File: src/rtl/multicycle_controller_if.sv
// rtl/multicycle_controller_if.sv - decode/datapath control bundle for the multicycle MIPS core
interface multicycle_controller_if;
    logic [5:0] opcode;
    logic [5:0] funct;
    logic       mem_to_reg;
    logic       reg_dest;
    logic       i_or_d;
    logic       alu_src_a;
    logic       ir_write;
    logic       mem_write;
    logic       pc_write;
    logic       branch;
    logic       reg_write;
    logic [1:0] alu_src_b;
    logic [1:0] pc_src;
    logic [2:0] alu_control;

    modport master (
        input  opcode, funct,
        output mem_to_reg, reg_dest, i_or_d, alu_src_a,
        output ir_write, mem_write, pc_write, branch, reg_write,
        output alu_src_b, pc_src, alu_control
    );

    modport slave (
        output opcode, funct,
        input  mem_to_reg, reg_dest, i_or_d, alu_src_a,
        input  ir_write, mem_write, pc_write, branch, reg_write,
        input  alu_src_b, pc_src, alu_control
    );
endinterface

File: src/rtl/multicycle_controller.sv
// rtl/multicycle_controller.sv - multicycle MIPS control FSM with ALU decode and retired counter
module multicycle_controller #(
    parameter int CNT_W = 32
) (
    input  logic                     clk,
    input  logic                     rst_n,
    multicycle_controller_if.master  ctrl,
    output logic [3:0]               state,
    output logic                     illegal,
    output logic [CNT_W-1:0]         retired
);
    typedef enum logic [3:0] {
        FETCH    = 4'd0,  DECODE  = 4'd1,  MEMADR = 4'd2,  MEMREAD = 4'd3,
        MEMWB    = 4'd4,  MEMWRITE = 4'd5, EXECUTE = 4'd6, ALUWB   = 4'd7,
        BRANCH   = 4'd8,  ADDIEX  = 4'd9,  ADDIWB = 4'd10, JUMP    = 4'd11
    } state_t;

    localparam logic [5:0] OP_LW   = 6'b100011;
    localparam logic [5:0] OP_SW   = 6'b101011;
    localparam logic [5:0] OP_RTYP = 6'b000000;
    localparam logic [5:0] OP_BEQ  = 6'b000100;
    localparam logic [5:0] OP_ADDI = 6'b001000;
    localparam logic [5:0] OP_J    = 6'b000010;

    state_t state_q, state_d;
    logic [CNT_W-1:0] retired_q;
    logic [1:0] alu_op;
    logic ir_write_s, mem_write_s, pc_write_s, branch_s, reg_write_s;

    always_ff @(posedge clk or negedge rst_n) begin
        if (!rst_n) state_q <= FETCH;
        else        state_q <= state_d;
    end

    always_comb begin
        state_d           = FETCH;
        illegal           = 1'b0;
        alu_op            = 2'b00;
        ctrl.mem_to_reg   = 1'b0;
        ctrl.reg_dest     = 1'b0;
        ctrl.i_or_d       = 1'b0;
        ctrl.alu_src_a    = 1'b0;
        ctrl.alu_src_b    = 2'b00;
        ctrl.pc_src       = 2'b00;
        ir_write_s        = 1'b0;
        mem_write_s       = 1'b0;
        pc_write_s        = 1'b0;
        branch_s          = 1'b0;
        reg_write_s       = 1'b0;
        case (state_q)
            FETCH: begin
                state_d        = DECODE;
                ctrl.alu_src_b = 2'b01;
                ir_write_s     = 1'b1;
                pc_write_s     = 1'b1;
            end
            DECODE: begin
                ctrl.alu_src_b = 2'b11;
                case (ctrl.opcode)
                    OP_LW, OP_SW: state_d = MEMADR;
                    OP_RTYP:      state_d = EXECUTE;
                    OP_BEQ:       state_d = BRANCH;
                    OP_ADDI:      state_d = ADDIEX;
                    OP_J:         state_d = JUMP;
                    default: begin
                        state_d = FETCH;
                        illegal = 1'b1;
                    end
                endcase
            end
            MEMADR, ADDIEX: begin
                state_d        = (state_q == ADDIEX) ? ADDIWB
                               : (ctrl.opcode == OP_LW) ? MEMREAD : MEMWRITE;
                ctrl.alu_src_a = 1'b1;
                ctrl.alu_src_b = 2'b10;
            end
            MEMREAD: begin
                state_d     = MEMWB;
                ctrl.i_or_d = 1'b1;
            end
            MEMWB: begin
                ctrl.mem_to_reg = 1'b1;
                reg_write_s     = 1'b1;
            end
            MEMWRITE: begin
                ctrl.i_or_d = 1'b1;
                mem_write_s = 1'b1;
            end
            EXECUTE: begin
                state_d        = ALUWB;
                ctrl.alu_src_a = 1'b1;
                alu_op         = 2'b10;
            end
            ALUWB: begin
                ctrl.reg_dest = 1'b1;
                reg_write_s   = 1'b1;
            end
            BRANCH: begin
                ctrl.alu_src_a = 1'b1;
                alu_op         = 2'b01;
                ctrl.pc_src    = 2'b01;
                branch_s       = 1'b1;
            end
            ADDIWB:  reg_write_s = 1'b1;
            JUMP: begin
                ctrl.pc_src = 2'b10;
                pc_write_s  = 1'b1;
            end
            default: state_d = FETCH;
        endcase
    end

    always_comb begin
        ctrl.alu_control = 3'b010;
        case (alu_op)
            2'b01: ctrl.alu_control = 3'b110;
            2'b10: begin
                case (ctrl.funct)
                    6'b100010: ctrl.alu_control = 3'b110;
                    6'b100100: ctrl.alu_control = 3'b000;
                    6'b100101: ctrl.alu_control = 3'b001;
                    6'b101010: ctrl.alu_control = 3'b111;
                    default:   ctrl.alu_control = 3'b010;
                endcase
            end
            default: ctrl.alu_control = 3'b010;
        endcase
    end

    // Write enables are masked by reset so nothing in the datapath commits while held.
    assign ctrl.ir_write  = ir_write_s  & rst_n;
    assign ctrl.mem_write = mem_write_s & rst_n;
    assign ctrl.pc_write  = pc_write_s  & rst_n;
    assign ctrl.branch    = branch_s    & rst_n;
    assign ctrl.reg_write = reg_write_s & rst_n;

    always_ff @(posedge clk or negedge rst_n) begin
        if (!rst_n) begin
            retired_q <= '0;
        end else if (state_q inside {MEMWB, MEMWRITE, ALUWB, BRANCH, ADDIWB, JUMP}) begin
            retired_q <= retired_q + CNT_W'(1);
        end
    end

    assign state   = state_q;
    assign retired = retired_q;
endmodule

File: src/flat_wrapper.sv
// flat-port wrapper written by rule: the top's interface ports become plain ports
module multicycle_controller_flat 
#(
    parameter int CNT_W = 32
)
  (clk, rst_n, state, illegal, retired, ctrl_opcode, ctrl_funct, ctrl_mem_to_reg, ctrl_reg_dest, ctrl_i_or_d, ctrl_alu_src_a, ctrl_ir_write, ctrl_mem_write, ctrl_pc_write, ctrl_branch, ctrl_reg_write, ctrl_alu_src_b, ctrl_pc_src, ctrl_alu_control);
  multicycle_controller_if ctrl_i ();
  input  logic clk;
  input  logic rst_n;
  output logic [3:0] state;
  output logic illegal;
  output logic [CNT_W-1:0] retired;
  input wire logic [$bits(ctrl_i.opcode)-1:0] ctrl_opcode;
  input wire logic [$bits(ctrl_i.funct)-1:0] ctrl_funct;
  output wire logic [$bits(ctrl_i.mem_to_reg)-1:0] ctrl_mem_to_reg;
  output wire logic [$bits(ctrl_i.reg_dest)-1:0] ctrl_reg_dest;
  output wire logic [$bits(ctrl_i.i_or_d)-1:0] ctrl_i_or_d;
  output wire logic [$bits(ctrl_i.alu_src_a)-1:0] ctrl_alu_src_a;
  output wire logic [$bits(ctrl_i.ir_write)-1:0] ctrl_ir_write;
  output wire logic [$bits(ctrl_i.mem_write)-1:0] ctrl_mem_write;
  output wire logic [$bits(ctrl_i.pc_write)-1:0] ctrl_pc_write;
  output wire logic [$bits(ctrl_i.branch)-1:0] ctrl_branch;
  output wire logic [$bits(ctrl_i.reg_write)-1:0] ctrl_reg_write;
  output wire logic [$bits(ctrl_i.alu_src_b)-1:0] ctrl_alu_src_b;
  output wire logic [$bits(ctrl_i.pc_src)-1:0] ctrl_pc_src;
  output wire logic [$bits(ctrl_i.alu_control)-1:0] ctrl_alu_control;
  assign ctrl_i.opcode = ctrl_opcode;
  assign ctrl_i.funct = ctrl_funct;
  assign ctrl_mem_to_reg = ctrl_i.mem_to_reg;
  assign ctrl_reg_dest = ctrl_i.reg_dest;
  assign ctrl_i_or_d = ctrl_i.i_or_d;
  assign ctrl_alu_src_a = ctrl_i.alu_src_a;
  assign ctrl_ir_write = ctrl_i.ir_write;
  assign ctrl_mem_write = ctrl_i.mem_write;
  assign ctrl_pc_write = ctrl_i.pc_write;
  assign ctrl_branch = ctrl_i.branch;
  assign ctrl_reg_write = ctrl_i.reg_write;
  assign ctrl_alu_src_b = ctrl_i.alu_src_b;
  assign ctrl_pc_src = ctrl_i.pc_src;
  assign ctrl_alu_control = ctrl_i.alu_control;
  multicycle_controller #(.CNT_W(CNT_W)) u_core (.clk(clk), .rst_n(rst_n), .ctrl(ctrl_i), .state(state), .illegal(illegal), .retired(retired));
endmodule
File: config.mk
export PLATFORM = sky130hd
export DESIGN_NAME = multicycle_controller_flat
export DESIGN_NICKNAME = d
export VERILOG_FILES = /design/src/rtl/multicycle_controller_if.sv /design/src/rtl/multicycle_controller.sv /design/src/flat_wrapper.sv
export SDC_FILE = /design/constraint.sdc
export NUM_CORES = 1
export LEC_CHECK = 0
export CAP_MARGIN = 0
export CORE_MARGIN = 2
export CORE_UTILIZATION = 65
export DETAILED_ROUTE_END_ITERATION = 7
export DONT_BUFFER_PORTS = 1
export GPL_TIMING_DRIVEN = 0
export PLACE_DENSITY = 0.86
export SLEW_MARGIN = 20
export SYNTH_ARGS = -nofsm -noshare
export SYNTH_HDL_FRONTEND = slang
export SYNTH_SLANG_ARGS = --single-unit
File: constraint.sdc
create_clock -name clk -period 5.71 [get_ports clk]
set_clock_uncertainty 0.1 [all_clocks]
set_input_delay 1.142 -clock clk [delete_from_list [all_inputs] [get_ports clk]]
set_output_delay 1.142 -clock clk [all_outputs]
set_load 0.005 [all_outputs]
==> results of run 1 <==
[through the flow]
step                      worst slack, ns  utilization (%)
final                               1.979            70.29
after global routing                1.736            70.29
after CTS                           1.941            70.29
after detailed placement            2.314            68.33
after global placement              2.432            68.33
after floorplan                     2.627                -
[where the power goes]
part           internal [mW]  switching, mW
sequential             0.275         0.0335
combinational         0.0474         0.0660
clock                 0.0608         0.0807
total                  0.383          0.180
[cell families (layout without fill, tap and decap cells)]
family | Yosys count | after routing | share of synthesized area, %
xor+xnor | 33 | 33 | 14.37
simple gates | 103 | 103 | 29.00
compound gates | 16 | 16 | 6.037
flops | 36 | 36 | 44.80
buf+inv | 14 | 22 | 2.738
fa+ha+maj | 4 | 4 | 2.489
mux | 1 | 1 | 0.5600
[worst max-delay path by stage]
stage	end	slack (ns)	cells past startpoint
4_1_cts	ctrl_alu_control[2]	1.94	6
2_1_floorplan	ctrl_alu_control[2]	2.63	6
6_report	ctrl_alu_control[2]	1.98	6
5_1_grt	ctrl_alu_control[2]	1.74	7
3_5_place_dp	ctrl_alu_control[2]	2.31	6
3_3_place_gp	ctrl_alu_control[2]	2.43	6
[final cells by class]
cell class | instances | area share (%)
multi-input combinational | 157 | 49.97
sequential | 36 | 42.68
clock buffer | 8 | 2.786
tap | 33 | 1.956
inverter | 10 | 1.778
buffer | 4 | 0.8299
[state kept, by name, indices dropped and copies added, names as in the netlist]
name / count
u_core.state: 4
u_core.retired: 32
[routing by layer]
layer / share of wire (%) / vias to the layer above / GRT usage, %
met5: 0 / - / 0
met4: 2.7 / 0 / 15.56
met3: 7.9 / 11 / 10.26
met2: 51 / 68 / 42.70
met1: 38 / 744 / 29.35
li1: - / 734 / -
[cells in the final DEF (no fill, tap or decap), types with 5 or more instances in the layout]
cell,count
nand3_1,9
inv_1,10
nor2_1,15
nand2_1,27
xor2_1,18
clkbuf_4,5
and3_1,7
nor3_1,11
xnor2_1,15
dfrtp_1,36
==> flow_metrics.py, run 1 <==
metrics = {
    "run_status": {
        "outcome": "finished, final reports clean",
    },
    "synth": {
        "synth.top_cells.by_area": "dfrtp_1 (45%), xor2_1 (7.8%), xnor2_1 (6.5%)",
        "synthDominantCellAreaShare_pct": 44.80,
        "post-synth-top-area-cell": "dfrtp_1",
        "synthesis.nets": 225,
        "synthesized_cell_area_um2": 2011,
        "post_synth.cell_area_avg_um2": 9.713,
        "ys_seq_elements": 36,
        "synth-warning-count": 0,
        "synth_ff_type": "dfrtp_1",
        "synth.most_common_cell": "dfrtp_1",
        "synth_edf_count": 0,
        "synth_cells": 207,
        "async_reset_ff_share_pct": 100.0,
        "synth_commonest_cells": "dfrtp_1 (36), nand2_1 (27), xor2_1 (18), nor2_1 (15), xnor2_1 (15)",
        "synth.distinct_cells": 44,
        "synth_seq_area_share_pct": 44.80,
    },
    "clock_tree": {
        "cts.repair.resized": 0,
        "cts_hold_buf": 0,
        "cts.reportedPaths.clkPinSlew_ns": 0.11,
        "tritoncts": "done",
        "postCtsSetupBuffers": 0,
        "cts.root.buffer_cell": "clkbuf_4",
        "tritoncts.num_buffers": 5,
        "htree_num_levels": 2,
        "worst_skew_pair.late_latency_ns": 0.34,
        "numClockSinks": 36,
        "cts.path.max_buffers": 2,
    },
    "timing": {
        "max_freq_mhz": 268.0,
        "tightest_slew_ns": 0.5221,
        "setup-tns-final_ns": 0,
        "timing_hold_violations_final": 0,
        "relSlewSlack_pct": 64.92,
        "post_layout_minimum_cycle_time_ns": 3.731,
        "rsz0062_at_grt": "no",
        "timing.final.max_slew_violations": 0,
        "report.final.setup_viol": 0,
        "period_share_pct": 65.35,
        "finalHoldWorstSlack_ns": 0.3812,
    },
    "drt": {
        "postRouteWirelength_um": 4135,
        "route.vias.total": 1557,
        "antenna_violating_nets_post_route": 0,
        "routedWlPerCell_um": 16.67,
        "avgViaCountPerCell": 6.278,
        "drt-pass1-iter-count": 4,
        "post_detailed_route_drc_marker_count": 0,
        "first_iter_violations": 94,
    },
    "floorplanning": {
        "row_count": 20,
        "io-pin-count": 67,
        "floorplan.die_area_um2": 3554,
        "initial_utilization_pct": 66.96,
        "die_width_um": 59.62,
        "die_y_um": 59.62,
        "coreArea_um2": 3003,
    },
    "setup_path": {
        "timing.critical_path.arrival_ns": 2.49,
        "cp_top_family": "simple AND/OR/NAND/NOR gates",
        "critical-path-max-stage-delay_ns": 0.49,
        "reg2reg_to": "u_core.retired[9]$_DFFE_PN0P_",
        "timing.critical_path.required_ns": 4.47,
        "path_cells": "clkbuf_1 > nor3_1 > inv_1 > ha_1 > nand4b_1 > o41ai_1",
        "critical_path.slowest_cell": "nor3_1",
        "cp-startpoint": "u_core.state[0]$_DFF_PN0_",
        "worst_setup_path_start_kind": "flip-flop",
        "setup.reg_to_reg.worst_slack_ns": 3.65,
        "cp-end-kind": "primary output",
        "regToRegStartpoint": "u_core.state[3]$_DFF_PN0_",
        "critPathBufInv": 2,
        "timing.critical_path.fanout_max": 10,
        "rr_worst_depth": 6,
        "crit_type": "reg -> out",
    },
    "global_route": {
        "number_of_global_route_vias_before_repair": 1597,
        "groute.usage.overall_pct": 26.41,
        "largest_net_degree_at_the_start_of_global_routing": 42,
        "grt_antenna_before_repair": 0,
        "grt_pass1_wl_um": 6837,
        "grt_overflow": 0,
    },
    "finish": {
        "sequential_cell_area_um2": 900.9,
        "fin_area_um2": 2111,
        "n_antenna_cell": 0,
        "n_fill_cell": 250,
        "area_overhead_vs_synth_pct": 4.978,
        "final_stage_net_count": 232,
        "finish.cell_count_without_fillers": 248,
        "multiInputGateArea_um2": 1055,
        "final_layout_size_suffix_gt1_share_pct": 8.372,
    },
    "placement": {
        "numPlacedInstances": 240,
        "io_buffers": 0,
        "detailed_place_hpwl_um": 3033,
        "placed_cell_area_um2": 2052,
        "place.gp.congestion": 0.8527,
    },
    "worst_hold_path": {
        "hold_class": "in -> async",
    },
    "power": {
        "peakVddDrop_mv": 0.1380,
        "power-per-cell-area_nw_per_um2": 266.9,
        "leakagePower_nw": 0.9695,
        "design_power_total_mw": 0.5633,
    },
    "job": {
        "cap_violations": 0,
    },
}
(Power assumes the default switching activity.)
==> inputs of run 2 (changes only) <==
--- a/config.mk
+++ b/config.mk
@@ -7,11 +7,11 @@
 export LEC_CHECK = 0
 export CAP_MARGIN = 0
 export CORE_MARGIN = 2
-export CORE_UTILIZATION = 65
+export CORE_UTILIZATION = 62
 export DETAILED_ROUTE_END_ITERATION = 7
 export DONT_BUFFER_PORTS = 1
 export GPL_TIMING_DRIVEN = 0
-export PLACE_DENSITY = 0.86
+export PLACE_DENSITY = 0.83
 export SLEW_MARGIN = 20
 export SYNTH_ARGS = -nofsm -noshare
 export SYNTH_HDL_FRONTEND = slang
==> constraint.sdc (replaced) <==
create_clock -name clk -period 3.6 [get_ports clk]
set_clock_uncertainty 0.1 [all_clocks]
set_input_delay 0.72 -clock clk [delete_from_list [all_inputs] [get_ports clk]]
set_output_delay 0.72 -clock clk [all_outputs]
set_load 0.005 [all_outputs]
==> run 2 against run 1 <==
Compared with the run above: critical endpoint unchanged; count of clock-buffer cells in the layout shrank 3; via count shrank 2.1%; non-clock buffer count grew 1.
==> flow_metrics.py, run 2 (same netlist as run 1, synthesis figures left out) <==
metrics = {
    "setup_path": {
        "timing.critical_path.fanout_max": 10,
        "cp-end-kind": "primary output",
        "critPathBufInv": 2,
        "worst_setup_path_start_kind": "flip-flop",
        "crit_type": "reg -> out",
        "timing.critical_path.required_ns": 2.78,
        "setup.reg_to_reg.worst_slack_ns": 1.53,
        "path_cells": "clkbuf_1 > nor3_1 > inv_1 > ha_1 > nand4b_1 > o41ai_1",
        "critical-path-max-stage-delay_ns": 0.49,
        "cp_top_family": "simple AND/OR/NAND/NOR gates",
        "critical_path.slowest_cell": "dfrtp_1",
        "timing.critical_path.arrival_ns": 2.46,
    },
    "floorplanning": {
        "initial_utilization_pct": 65.33,
        "floorplan.die_area_um2": 3714,
        "coreArea_um2": 3078,
        "die_width_um": 60.95,
        "io-pin-count": 67,
        "die_y_um": 60.95,
        "row_count": 20,
    },
    "global_route": {
        "grt_pass1_wl_um": 6575,
        "groute.usage.overall_pct": 23.78,
        "grt_antenna_before_repair": 0,
        "largest_net_degree_at_the_start_of_global_routing": 37,
        "number_of_global_route_vias_before_repair": 1501,
        "grt_overflow": 0,
    },
    "clock_tree": {
        "cts_hold_buf": 1,
        "cts.path.max_buffers": 2,
        "cts.reportedPaths.clkPinSlew_ns": 0.11,
        "cts.root.buffer_cell": "clkbuf_4",
        "cts.repair.resized": 0,
        "htree_num_levels": 2,
        "postCtsSetupBuffers": 0,
        "tritoncts.num_buffers": 5,
        "tritoncts": "done",
        "numClockSinks": 36,
        "worst_skew_pair.late_latency_ns": 0.33,
    },
    "placement": {
        "detailed_place_hpwl_um": 2984,
        "io_buffers": 0,
        "place.gp.congestion": 0.8290,
    },
    "drt": {
        "postRouteWirelength_um": 4033,
        "drt-pass1-iter-count": 4,
        "route.vias.total": 1525,
        "routedWlPerCell_um": 15.57,
        "post_detailed_route_drc_marker_count": 0,
        "avgViaCountPerCell": 5.888,
        "antenna_violating_nets_post_route": 0,
        "first_iter_violations": 100,
    },
    "timing": {
        "timing.final.max_slew_violations": 0,
        "period_share_pct": 91.21,
        "timing_hold_violations_final": 0,
        "tightest_slew_ns": 0.4589,
        "finalHoldWorstSlack_ns": 0.1085,
        "rsz0062_at_grt": "no",
        "report.final.setup_viol": 0,
        "post_layout_minimum_cycle_time_ns": 3.283,
        "max_freq_mhz": 304.6,
        "relSlewSlack_pct": 69.17,
        "setup-tns-final_ns": 0,
    },
    "power": {
        "leakagePower_nw": 0.9734,
        "power-per-cell-area_nw_per_um2": 412.7,
        "peakVddDrop_mv": 0.1967,
        "design_power_total_mw": 0.8814,
    },
    "finish": {
        "final_common_cell": "dfrtp_1",
        "final_stage_net_count": 233,
        "layout_common_cells": "dfrtp_1 (36), nand2_1 (27), xor2_1 (18)",
        "largest_register_ffs": 32,
        "area_overhead_vs_synth_pct": 6.223,
        "n_antenna_cell": 0,
        "final_layout_size_suffix_gt1_share_pct": 9.302,
    },
    "run_status": {
        "outcome": "finished, final reports clean",
    },
    "job": {
        "cap_violations": 0,
    },
    "worst_hold_path": {
        "hold_class": "in -> async",
    },
}
## run 2: changes by cell type in the layout (fill, tap and decap cells not counted), sizes merged
cell      change
clkbuf        -3
buf           +1
clkinv        +1
clkinvlp      +1
## run 2: final timing paths
| path | end | cells after the start | from |
|---|---|---|---|
| worst max-delay path | ctrl_alu_control[2] | 6 | u_core.state[0]$_DFF_PN0_ |
| max in group asynchronous | u_core.retired[11]$_DFFE_PN0P_ | 1 | rst_n |
| worst max register to register | u_core.retired[9]$_DFFE_PN0P_ | 6 | u_core.state[3]$_DFF_PN0_ |
| worst min register to register | u_core.retired[31]$_DFFE_PN0P_ | 1 | u_core.retired[31]$_DFFE_PN0P_ |
| min in group clk | u_core.retired[31]$_DFFE_PN0P_ | 1 | u_core.retired[31]$_DFFE_PN0P_ |
| worst min-delay path | u_core.retired[15]$_DFFE_PN0P_ | 1 | rst_n |
## run 2: through the flow
step	cells	setup WS [ns]	area [µm²]	util (%)
floorplan	207	0.9386	2011	-
global placement	251	0.7225	2066	67.11
detailed placement	251	0.6649	2066	67.11
CTS	259	0.2730	2136	69.39
global route	259	0.1129	2136	69.39
finish	259	0.3166	2136	69.39
## run 2: report_power, final
group | switching [mW] | total, mW | internal, mW
clock network | 0.129 | 0.200 | 0.0713
logic | 0.112 | 0.190 | 0.0780
registers | 0.0553 | 0.491 | 0.436
total | 0.296 | 0.881 | 0.585
## run 2: layout make-up
| cell class | instances | area (µm²) |
|---|---|---|
| multi-input cells | 157 | 1055 |
| fillers | 265 | 942.2 |
| flip-flops and latches | 36 | 900.9 |
| well taps | 44 | 55.05 |
| clock buffers | 5 | 37.54 |
| inverters | 10 | 37.54 |
| repair buffers | 1 | 20.02 |
| plain buffers | 4 | 17.52 |
| clock inverters | 2 | 12.51 |
## run 2: metal layers
metal | GRT usage, % | share of wire [%] | up-vias
met5 | 0 | 0 | -
met1 | 28.18 | 42 | 737
met3 | 6.610 | 5.9 | 2
met2 | 43.01 | 52 | 50
met4 | 4.969 | 0.47 | 0
li1 | - | - | 736
